$ cat config.mk
export PLATFORM = sky130hd
export DESIGN_NAME = instr_mem_loader
export DESIGN_NICKNAME = d
export VERILOG_FILES = /design/src/rtl/instr_mem_loader_pkg.sv /design/src/rtl/instr_mem_loader_word_assembler.sv /design/src/rtl/instr_mem_loader.sv
export SDC_FILE = /design/constraint.sdc
export NUM_CORES = 1
export LEC_CHECK = 0
export ABC_AREA = 1
export CORE_ASPECT_RATIO = 1.5
export CORE_UTILIZATION = 53
export CTS_CLUSTER_DIAMETER = 40
export DETAILED_ROUTE_END_ITERATION = 12
export PLACE_DENSITY_LB_ADDON = 0.1
export SLEW_MARGIN = 15
export SYNTH_ARGS = -nofsm -noshare
export SYNTH_HDL_FRONTEND = slang
export SYNTH_HIERARCHICAL = 1
export SYNTH_SLANG_ARGS = --single-unit
$ cat constraint.sdc
create_clock -name clk_i -period 2.8 [get_ports clk_i]
set_input_delay 0.7 -clock clk_i [delete_from_list [all_inputs] [get_ports clk_i]]
set_output_delay 0.7 -clock clk_i [all_outputs]
set_load 0.005 [all_outputs]
$ cat src/rtl/instr_mem_loader_pkg.sv
// rtl/instr_mem_loader_pkg.sv - shared types and constants for the instruction memory loader
// Purpose: loader FSM state encoding, word geometry and big-endian lane helper.
// Ports: none (package).
package instr_mem_loader_pkg;

  typedef enum logic [1:0] {
    IDLE  = 2'd0,
    RECV  = 2'd1,
    WRITE = 2'd2,
    DONE  = 2'd3
  } state_t;

  localparam int BYTES_PER_WORD = 4;

  // Bit offset of the lane a byte lands in: 24 - 8*idx. Written as 8*(3-idx)
  // so it stays a pure bit manipulation on the 2-bit index.
  function automatic logic [4:0] lane_shift(input logic [1:0] idx);
    return {~idx, 3'b000};
  endfunction

endpackage

$ cat src/rtl/instr_mem_loader_word_assembler.sv
// rtl/instr_mem_loader_word_assembler.sv - big-endian byte-to-word assembler
// Purpose: collects four accepted bytes MSB first into a 32-bit word.
// Ports:
//   clk, rst   clock and asynchronous active-high reset
//   clear      restart at byte lane 0 with an empty word
//   accept     a byte on data is taken this cycle
//   data       incoming byte
//   word       assembled word, including the byte being accepted this cycle
//   word_full  the accepted byte completes the word
module word_assembler
  import instr_mem_loader_pkg::*;
(
  input  logic        clk,
  input  logic        rst,
  input  logic        clear,
  input  logic        accept,
  input  logic [7:0]  data,
  output logic [31:0] word,
  output logic        word_full
);

  logic [31:0] shreg;
  logic [1:0]  byte_index;
  logic [4:0]  shift_amt;
  logic [31:0] merged;

  assign shift_amt = lane_shift(byte_index);
  // Replace only the target lane, so stale bytes of the previous word never leak.
  assign merged    = (shreg & ~(32'h0000_00FF << shift_amt)) | ({24'd0, data} << shift_amt);
  // Exposing the merged value lets the loader register the complete word on
  // the same edge the fourth byte is accepted.
  assign word      = accept ? merged : shreg;
  assign word_full = accept && (byte_index == 2'(BYTES_PER_WORD - 1));

  always_ff @(posedge clk or posedge rst) begin
    if (rst) begin
      shreg      <= '0;
      byte_index <= '0;
    end else if (clear) begin
      shreg      <= '0;
      byte_index <= '0;
    end else if (accept) begin
      shreg      <= merged;
      byte_index <= byte_index + 2'd1;
    end
  end

endmodule

$ cat src/rtl/instr_mem_loader.sv
// rtl/instr_mem_loader.sv - boot-time byte-stream loader for the instruction memory
// Purpose: receives a byte stream, builds big-endian words, writes them to
// sequential word addresses and holds the CPU in reset until loading ends.
// Ports:
//   clk_i, rst_i        clock, asynchronous active-high reset
//   start_i             begin a session (sampled in IDLE only)
//   word_count_i        words to load, 1..2^ADDR_WIDTH
//   byte_valid_i/data_i byte stream in; byte_ready_o accepts
//   mem_we_o/addr_o/data_o  one write per word, byte address word_index<<2
//   cpu_rst_o           CPU reset hold; busy_o session active
//   done_o              pulse after last write; err_o pulse on rejected start
module instr_mem_loader
  import instr_mem_loader_pkg::*;
#(
  parameter int ADDR_WIDTH = 8
) (
  input  logic                  clk_i,
  input  logic                  rst_i,
  input  logic                  start_i,
  input  logic [ADDR_WIDTH:0]   word_count_i,
  input  logic                  byte_valid_i,
  input  logic [7:0]            byte_data_i,
  output logic                  byte_ready_o,
  output logic                  mem_we_o,
  output logic [31:0]           mem_addr_o,
  output logic [31:0]           mem_data_o,
  output logic                  cpu_rst_o,
  output logic                  busy_o,
  output logic                  done_o,
  output logic                  err_o
);

  localparam logic [ADDR_WIDTH:0] MAX_COUNT = {1'b1, {ADDR_WIDTH{1'b0}}};
  localparam logic [ADDR_WIDTH:0] IDX_ONE   = {{ADDR_WIDTH{1'b0}}, 1'b1};

  state_t              state, state_n;
  logic [ADDR_WIDTH:0] count_q;
  logic [ADDR_WIDTH:0] word_index;

  logic ready_n, busy_n, we_n, done_n, err_n, cpu_rst_n;
  logic load_count, idx_clr, idx_inc, asm_clear;

  logic        accept;
  logic [31:0] asm_word;
  logic        word_full;

  assign accept = byte_valid_i && byte_ready_o;

  word_assembler u_word_assembler (
    .clk       (clk_i),
    .rst       (rst_i),
    .clear     (asm_clear),
    .accept    (accept),
    .data      (byte_data_i),
    .word      (asm_word),
    .word_full (word_full)
  );

  // Next-state logic also computes the value each registered output takes
  // on entering the next state, so every output is a flop.
  always_comb begin
    state_n    = state;
    ready_n    = 1'b0;
    busy_n     = 1'b0;
    we_n       = 1'b0;
    done_n     = 1'b0;
    err_n      = 1'b0;
    cpu_rst_n  = cpu_rst_o;
    load_count = 1'b0;
    idx_clr    = 1'b0;
    idx_inc    = 1'b0;
    asm_clear  = 1'b0;
    case (state)
      IDLE: begin
        if (start_i) begin
          if (word_count_i == '0 || word_count_i > MAX_COUNT) begin
            err_n = 1'b1;
          end else begin
            load_count = 1'b1;
            idx_clr    = 1'b1;
            asm_clear  = 1'b1;
            cpu_rst_n  = 1'b1;
            ready_n    = 1'b1;
            busy_n     = 1'b1;
            state_n    = RECV;
          end
        end
      end
      RECV: begin
        busy_n = 1'b1;
        if (word_full) begin
          we_n    = 1'b1;
          state_n = WRITE;
        end else begin
          ready_n = 1'b1;
        end
      end
      WRITE: begin
        if (word_index + IDX_ONE == count_q) begin
          done_n    = 1'b1;
          cpu_rst_n = 1'b0;
          state_n   = DONE;
        end else begin
          idx_inc = 1'b1;
          ready_n = 1'b1;
          busy_n  = 1'b1;
          state_n = RECV;
        end
      end
      DONE: begin
        state_n = IDLE;
      end
      default: begin
        state_n = IDLE;
      end
    endcase
  end

  always_ff @(posedge clk_i or posedge rst_i) begin
    if (rst_i) begin
      state <= IDLE;
    end else begin
      state <= state_n;
    end
  end

  always_ff @(posedge clk_i or posedge rst_i) begin
    if (rst_i) begin
      count_q    <= '0;
      word_index <= '0;
    end else begin
      if (load_count) count_q <= word_count_i;
      if (idx_clr) begin
        word_index <= '0;
      end else if (idx_inc) begin
        word_index <= word_index + IDX_ONE;
      end
    end
  end

  always_ff @(posedge clk_i or posedge rst_i) begin
    if (rst_i) begin
      byte_ready_o <= 1'b0;
      mem_we_o     <= 1'b0;
      mem_addr_o   <= '0;
      mem_data_o   <= '0;
      cpu_rst_o    <= 1'b1;
      busy_o       <= 1'b0;
      done_o       <= 1'b0;
      err_o        <= 1'b0;
    end else begin
      byte_ready_o <= ready_n;
      mem_we_o     <= we_n;
      cpu_rst_o    <= cpu_rst_n;
      busy_o       <= busy_n;
      done_o       <= done_n;
      err_o        <= err_n;
      // Address and data only move on a write, holding their last value otherwise.
      if (we_n) begin
        mem_addr_o <= 32'({word_index, 2'b00});
        mem_data_o <= asm_word;
      end
    end
  end

endmodule
---- Word-level counts from Yosys, hierarchy flattened ----
Cells that the tools add are included.
cells by class
  equality and inequality tests ........... 9
  shift-type cells ........................ 2
  reductions and logical operators ........ 10
  order comparisons ....................... 1
  mux-type cells .......................... 30
  add/subtract/negate cells ............... 2
  bitwise logic cells ..................... 4
operators by type and width
  operator                                              number
  two-way mux 32 bit                                    2
  bitwise AND 32 bit                                    1
  inverter 32 bit                                       1
  bitwise OR 32 bit                                     1
  << shifter 8 x 5 -> 32 bit                            1
  << shifter 8 x 5 -> 32 bit (first input constant)     1
  two-way mux 9 bit                                     2
  two-way mux 1 bit                                     16
  two-way mux 2 bit                                     6
  adder 9 x 1 -> 9 bit (second input constant)          1
  equality test 9 bit                                   1
  > comparator 9 bit (second input constant)            1
  zero test 9 bit                                       1
  case mux 2 bit (4 select lines)                       1
  equality test 2 bit (second input constant)           3
  inequality test 2 bit (second input constant)         3
  case mux 1 bit (3 select lines)                       2
  nonzero test 2 bit                                    3
  AND reduction 4 bit                                   1
  AND reduction 3 bit                                   1
  adder 2 x 1 -> 2 bit (second input constant)          1
  equality test 2 x 1 -> 1 bit (second input constant)  1
  logical AND 1 bit                                     2
  zero test 2 bit                                       1
  4 further kinds                                       4
word-level totals
  register bits ........................... 101
  input port bits ......................... 21
  output and inout bits ................... 70
  logic and storage cells ................. 71

---- Depth between registers and ports, before layout ----
  depth in word-level cells ............... 7
  gate-level depth with buffers ........... 14
  mapped depth without buffers ............ 13

---- By module ----
The synthesis kept the hierarchy.
by module, submodules not included
  module            times used  seq. area each (um2)  cells each  area each (um2)
  instr_mem_loader  1           1677.9                399         3178.0
  word_assembler    1           850.8                 224         1761.7

---- Worst setup path after synthesis ----
Ideal clock, no wire load.
  path kind ............................... in2reg
  from .................................... in byte_valid_i
  to ...................................... reg mem_data_o[14]
  required time ........................... 2.683 ns
  slack ................................... 0.657 ns
  data arrival time ....................... 2.026 ns
  buffers on the path ..................... 3
  stages on the path ...................... 12
  cell sequence ........................... nand2_1 inv_1 buf_6 nand2_1 inv_1 inv_1 nor2_2 inv_1 clkbuf_1 buf_1 nand2_1 nand2_1
between the ends
  longest elaborated chain between the ends .. 4
  elaborated cells between the ends (all ways) .. 5
RTL lines
  item                    RTL line                               source
  start: declaration      instr_mem_loader.sv:21                 input logic byte_valid_i,
  logical AND 1 bit       instr_mem_loader.sv:47                 assign accept = byte_valid_i && byte_ready_o;
  named net accept        instr_mem_loader.sv:43                 logic accept;
  logical AND 1 bit       instr_mem_loader_word_assembler.sv:33  assign word_full = accept && (byte_index == 2'(BYTES_PER_WORD - 1));
  named net word_full     instr_mem_loader.sv:45                 logic word_full;
  two-way mux 1 bit       instr_mem_loader.sv:91                 if (word_full) begin
  two-way mux 1 bit       instr_mem_loader.sv:73                 case (state)
  end signal: assignment  instr_mem_loader.sv:161                mem_data_o <= asm_word;
  end: declaration        instr_mem_loader.sv:26                 output logic [31:0] mem_data_o,
The timed path passes the listed nets, and every way through them passes these cells.
A chain may end at the register's enable or synchronous reset.

---- Worst setup path after layout ----
  from .................................... reg word_index[0]
  to ...................................... reg word_index[3]
between the ends
  longest elaborated chain between the ends .. 5
  elaborated cells between the ends (all ways) .. 7
RTL lines
  item                          RTL line                                         source
  start: declaration            instr_mem_loader.sv:38                           logic [ADDR_WIDTH:0] word_index;
  start signal: assignment      instr_mem_loader.sv:136                          word_index <= word_index + IDX_ONE;
  adder 9 x 1 -> 9 bit (*)      instr_mem_loader.sv:99, instr_mem_loader.sv:136
  equality test 9 bit           instr_mem_loader.sv:99                           if (word_index + IDX_ONE == count_q) begin
  two-way mux 1 bit             instr_mem_loader.sv:99
  two-way mux 1 bit             instr_mem_loader.sv:73
  nonzero test 2 bit (no line)  -
Mark *: on every way between the ends. The rest lies on a longest branch, timed or not. The select of a mux whose other input is x is not followed.

==> key figures <==
Outcome
  • Run status: complete, no violations

Worst setup path
  • Startpoint kind of the worst setup timing path: flip-flop
  • Worst r2r dst: word_index[3]
  • Worst r2r path cells: 12
  • Crit Reg-Reg Startpoint: word_index[0]
  • Endpoint type of the worst setup path: flip-flop
  • Critical path start-end classification: reg2reg
  • Maximum fanout along the worst path: 11
  • Worst endpoint data arrival time: between 2 and 3 ns
  • Required time of the critical path: 3.08 ns
  • Flop-to-flop setup slack: 0.55 ns

Route
  • Residual antenna-violating net count after detailed routing: 0
  • Routed wl met2: 5.84 mm
  • Initial DRC Count: between 150 and 200
  • Post-Route WL: around 11 mm
  • Detailed-routing wirelength on met1: 4.41 mm
  • Drt wl/cell: 13.7 microns
  • Sum of met3 wire segment lengths after detailed routing: between 300 and 400 microns
  • Number of remaining DRC errors: 0
  • Top routing layer in use: met4
  • Number of detailed-route iterations in the first pass: 4
  • Ratio of routed vias to standard cells: a little over 5
  • Vias: a little over 4000

Clock network
  • Cell at the root of the clock tree: sky130_fd_sc_hd__clkbuf_16
  • Clock latency on the worst-skew pair: 0.34 ns
  • Worst-path clk slew: roughly 0.07 ns
  • Count of instances resized after the clock tree is built: 0
  • CTS sink cnt: between 100 and 150
  • H-tree level count: 3
  • Number of buffers added by the clock tree synthesis step: 9
  • Post-CTS Hold Fix Bufs: 0
  • Post-CTS Setup Repair Bufs: 0
  • Clock tree from TritonCTS: yes
  • Clk buf depth: 2

Timing
  • Setup repair after global routing missed its margin: no
  • Peak Freq: about 440 MHz
  • Transition at the pin with the smallest max-transition slack: about 0.68 ns
  • Hold violation count in the final report: 0
  • Final Max Slew Viols: 0
  • Final setup violation count: 0
  • Layout Skew: between 0.008 and 0.009 ns
  • Post-route setup TNS: 0 ns
  • Worst rel slew slack: 0.544
  • Crit share post-route: 0.804
  • Minimum clock period after layout: approximately 2.3 ns

Floorplanning
  • Standard-cell rows: 42
  • Top-Level Pins: 91
  • Total Die Area: ~0.01 sq mm
  • Core region area: slightly below 0.009 sq mm
  • Vert. Die Dim: ~120 microns
  • Starting utilization of the core area: 0.553
  • Die X-Extent: slightly above 80 microns

Layout
  • Layout fillers: slightly above 800
  • P&R area growth vs syn: 19.9%
  • Fraction of final layout cells sized beyond drive strength 1: 0.0796
  • Sequential Area: about 0.0025 sq mm
  • Total Nets Final: slightly above 700
  • Combined area of the multi-input logic cells: 0.00195 sq mm
  • Diode count: 0

GRT
  • GR Overflow Total: 0
  • Initial antenna violation count: 0
  • Maximum number of pins on one net before global-route repair: 47
  • Number of global-route vias before repair: 3990
  • Gr usage total: 0.251
  • Wire length of the first global-routing pass: between 15 and 20 mm

Hold path
  • Worst Hold Depth: 2
  • Hold Crit Endpoint: mem_data_o[25]
  • Path category of the worst min-delay check: reg2reg
  • Hold wc startpoint: mem_data_o[25]

Logic synthesis
  • Post-synthesis cell count: just over 600
  • Count of yosys warnings during synthesis: 6
  • Yosys top cell by area: sky130_fd_sc_hd__dfrtp_1
  • Number of distinct standard cells referenced by the synthesized netlist: 32
  • Seq/Total Area, Yosys: 0.512
  • Synth async-reset ratio: 1.00
  • Post-synthesis sequential element count: around 100
  • Average instance area after synthesis: ~7.9 sq um
  • Dominant synthesized flop cell: sky130_fd_sc_hd__dfrtp_1
  • Post-synth top area share: 0.507
  • Number of enable-type register cells in the synthesized netlist: 0
  • Area of the mapped netlist: 0.00494 sq mm
  • Cell types occupying the most area after synthesis: sky130_fd_sc_hd__dfrtp_1 (51%), sky130_fd_sc_hd__nand2_1 (20%), sky130_fd_sc_hd__inv_1 (4.4%)

Place
  • Final estimated routing congestion in global placement: between 0.8 and 0.9
  • Number of input and output port buffers inserted: 67
  • Placed wire-length estimate after detailed placement: 8.18 mm

Power and ir drop
  • Total power: 5.71 mW
  • Pwr per Cell Area: around 960 mW/mm^2
  • Worst supply voltage drop on vdd: just over 0.0005 V
  • LEAKAGE: approximately 3.2 nW

Run
  • MaxCap Viol Count: 0
[power by group]
part           switching [mW]  internal (mW)
Sequential              0.361           2.01
Clock                   0.526          0.789
Combinational            1.05          0.966
Total                    1.94           3.77
[worst max-delay path, cell delays in order (launching register included)]
cell                      delay (ns)
sky130_fd_sc_hd__dfrtp_1        0.44
sky130_fd_sc_hd__ha_1           0.28
sky130_fd_sc_hd__nand3_1        0.13
sky130_fd_sc_hd__inv_1          0.08
sky130_fd_sc_hd__nand2_1        0.11
sky130_fd_sc_hd__nand2_1        0.11
sky130_fd_sc_hd__nand2_1        0.09
sky130_fd_sc_hd__nand3_1        0.08
sky130_fd_sc_hd__nor2_2         0.13
sky130_fd_sc_hd__nand3_2        0.24
sky130_fd_sc_hd__nand2_2        0.29
sky130_fd_sc_hd__nand3_1        0.12
sky130_fd_sc_hd__nand2_1        0.07
[flip-flops by register name, indices dropped and copies added, names as in the netlist]
name                         flops
mem_data_o                      32
u_word_assembler/shreg          32
count_q                          9
mem_addr_o                       9
word_index                       9
state                            2
u_word_assembler/byte_index      2
busy_o                           1
byte_ready_o                     1
cpu_rst_o                        1
done_o                           1
err_o                            1
mem_we_o                         1
[cell usage after synthesis, types with 2 or more instances]
cell type and count:
sky130_fd_sc_hd__a21oi_1 23, sky130_fd_sc_hd__a21oi_2 10, sky130_fd_sc_hd__and2_1 2, sky130_fd_sc_hd__buf_1 2
sky130_fd_sc_hd__buf_2 3, sky130_fd_sc_hd__buf_4 24, sky130_fd_sc_hd__buf_6 5, sky130_fd_sc_hd__clkbuf_1 11
sky130_fd_sc_hd__dfrtp_1 100, sky130_fd_sc_hd__ha_1 5, sky130_fd_sc_hd__inv_1 58, sky130_fd_sc_hd__nand2_1 266
sky130_fd_sc_hd__nand2_2 12, sky130_fd_sc_hd__nand3_1 36, sky130_fd_sc_hd__nand3_2 2, sky130_fd_sc_hd__nand4_1 8
sky130_fd_sc_hd__nor2_1 22, sky130_fd_sc_hd__nor2_2 2, sky130_fd_sc_hd__nor2_4 2, sky130_fd_sc_hd__o21ai_0 16
sky130_fd_sc_hd__o21bai_1 2, sky130_fd_sc_hd__xor2_1 2
[per-stage QoR]
| stage | area, sq um | hold WS, ns | utilization | setup WS, ns | std cells |
|---|---|---|---|---|---|
| floorplan | 5020 | 0.462 | - | 0.418 | 645 |
| global placement | 5610 | 0.456 | 0.628 | 0.377 | 785 |
| detailed placement | 5610 | 0.457 | 0.628 | 0.359 | 785 |
| CTS | 5920 | 0.474 | 0.663 | 0.556 | 801 |
| global route | 5920 | 0.494 | 0.663 | 0.285 | 801 |
| finish | 5920 | 0.476 | 0.663 | 0.549 | 801 |
[cell type report]
type | instances | area share
clock buffers | 11 | 0.0393
flip-flops and latches | 101 | 0.427
multi-input cells | 437 | 0.329
repair buffers | 76 | 0.129
well taps | 110 | 0.0232
inverters | 61 | 0.0391
clock inverters | 5 | 0.0139
[layout by cell type (no fill, tap or decap), drive strengths merged, types with 8 or more instances in the layout]
master,synthesis,layout
clkdlybuf4s50,0,67
buf,35,9
dfrtp,100,100
a21oi,33,33
nor2,26,26
nand2,278,278
clkbuf,11,11
nand3,38,38
nand4,8,8
conb,1,23
inv,60,62
o21ai,16,16
[cell families (layout without fill, tap and decap cells)]
logic type               count (synthesis)  count (layout)  synth area share
AND/OR/NAND/NOR                        354             354             0.297
buffers and inverters                  107             153             0.111
flip-flops                             101             101             0.512
AO/OA/AOI/OAI                           52              52            0.0618
adder cells (fa/ha/maj)                  5               5            0.0127
XOR/XNOR                                 3               3           0.00532
other                                    1              23          0.000759
[worst max path at each step]
| stage | from | to | slack [ns] |
|---|---|---|---|
| 4_1_cts | word_index[0] | word_index[4] | 0.56 |
| 5_1_grt | word_index[0] | word_index[2] | 0.29 |
| 6_report | word_index[0] | word_index[3] | 0.55 |
| 3_5_place_dp | byte_valid_i | mem_data_o[25] | 0.36 |
| 3_3_place_gp | word_count_i[6] | u_word_assembler/byte_index[0] | 0.38 |
| 2_1_floorplan | rst_i | busy_o | 0.42 |
[routing by layer]
layer / global-route usage / vias to the layer above
met5: 0 / -
met4: 0.118 / 0
met3: 0.0362 / 31
met2: 0.445 / 92
met1: 0.289 / 1904
li1: - / 2010
Power figures use the tool's default switching activity.
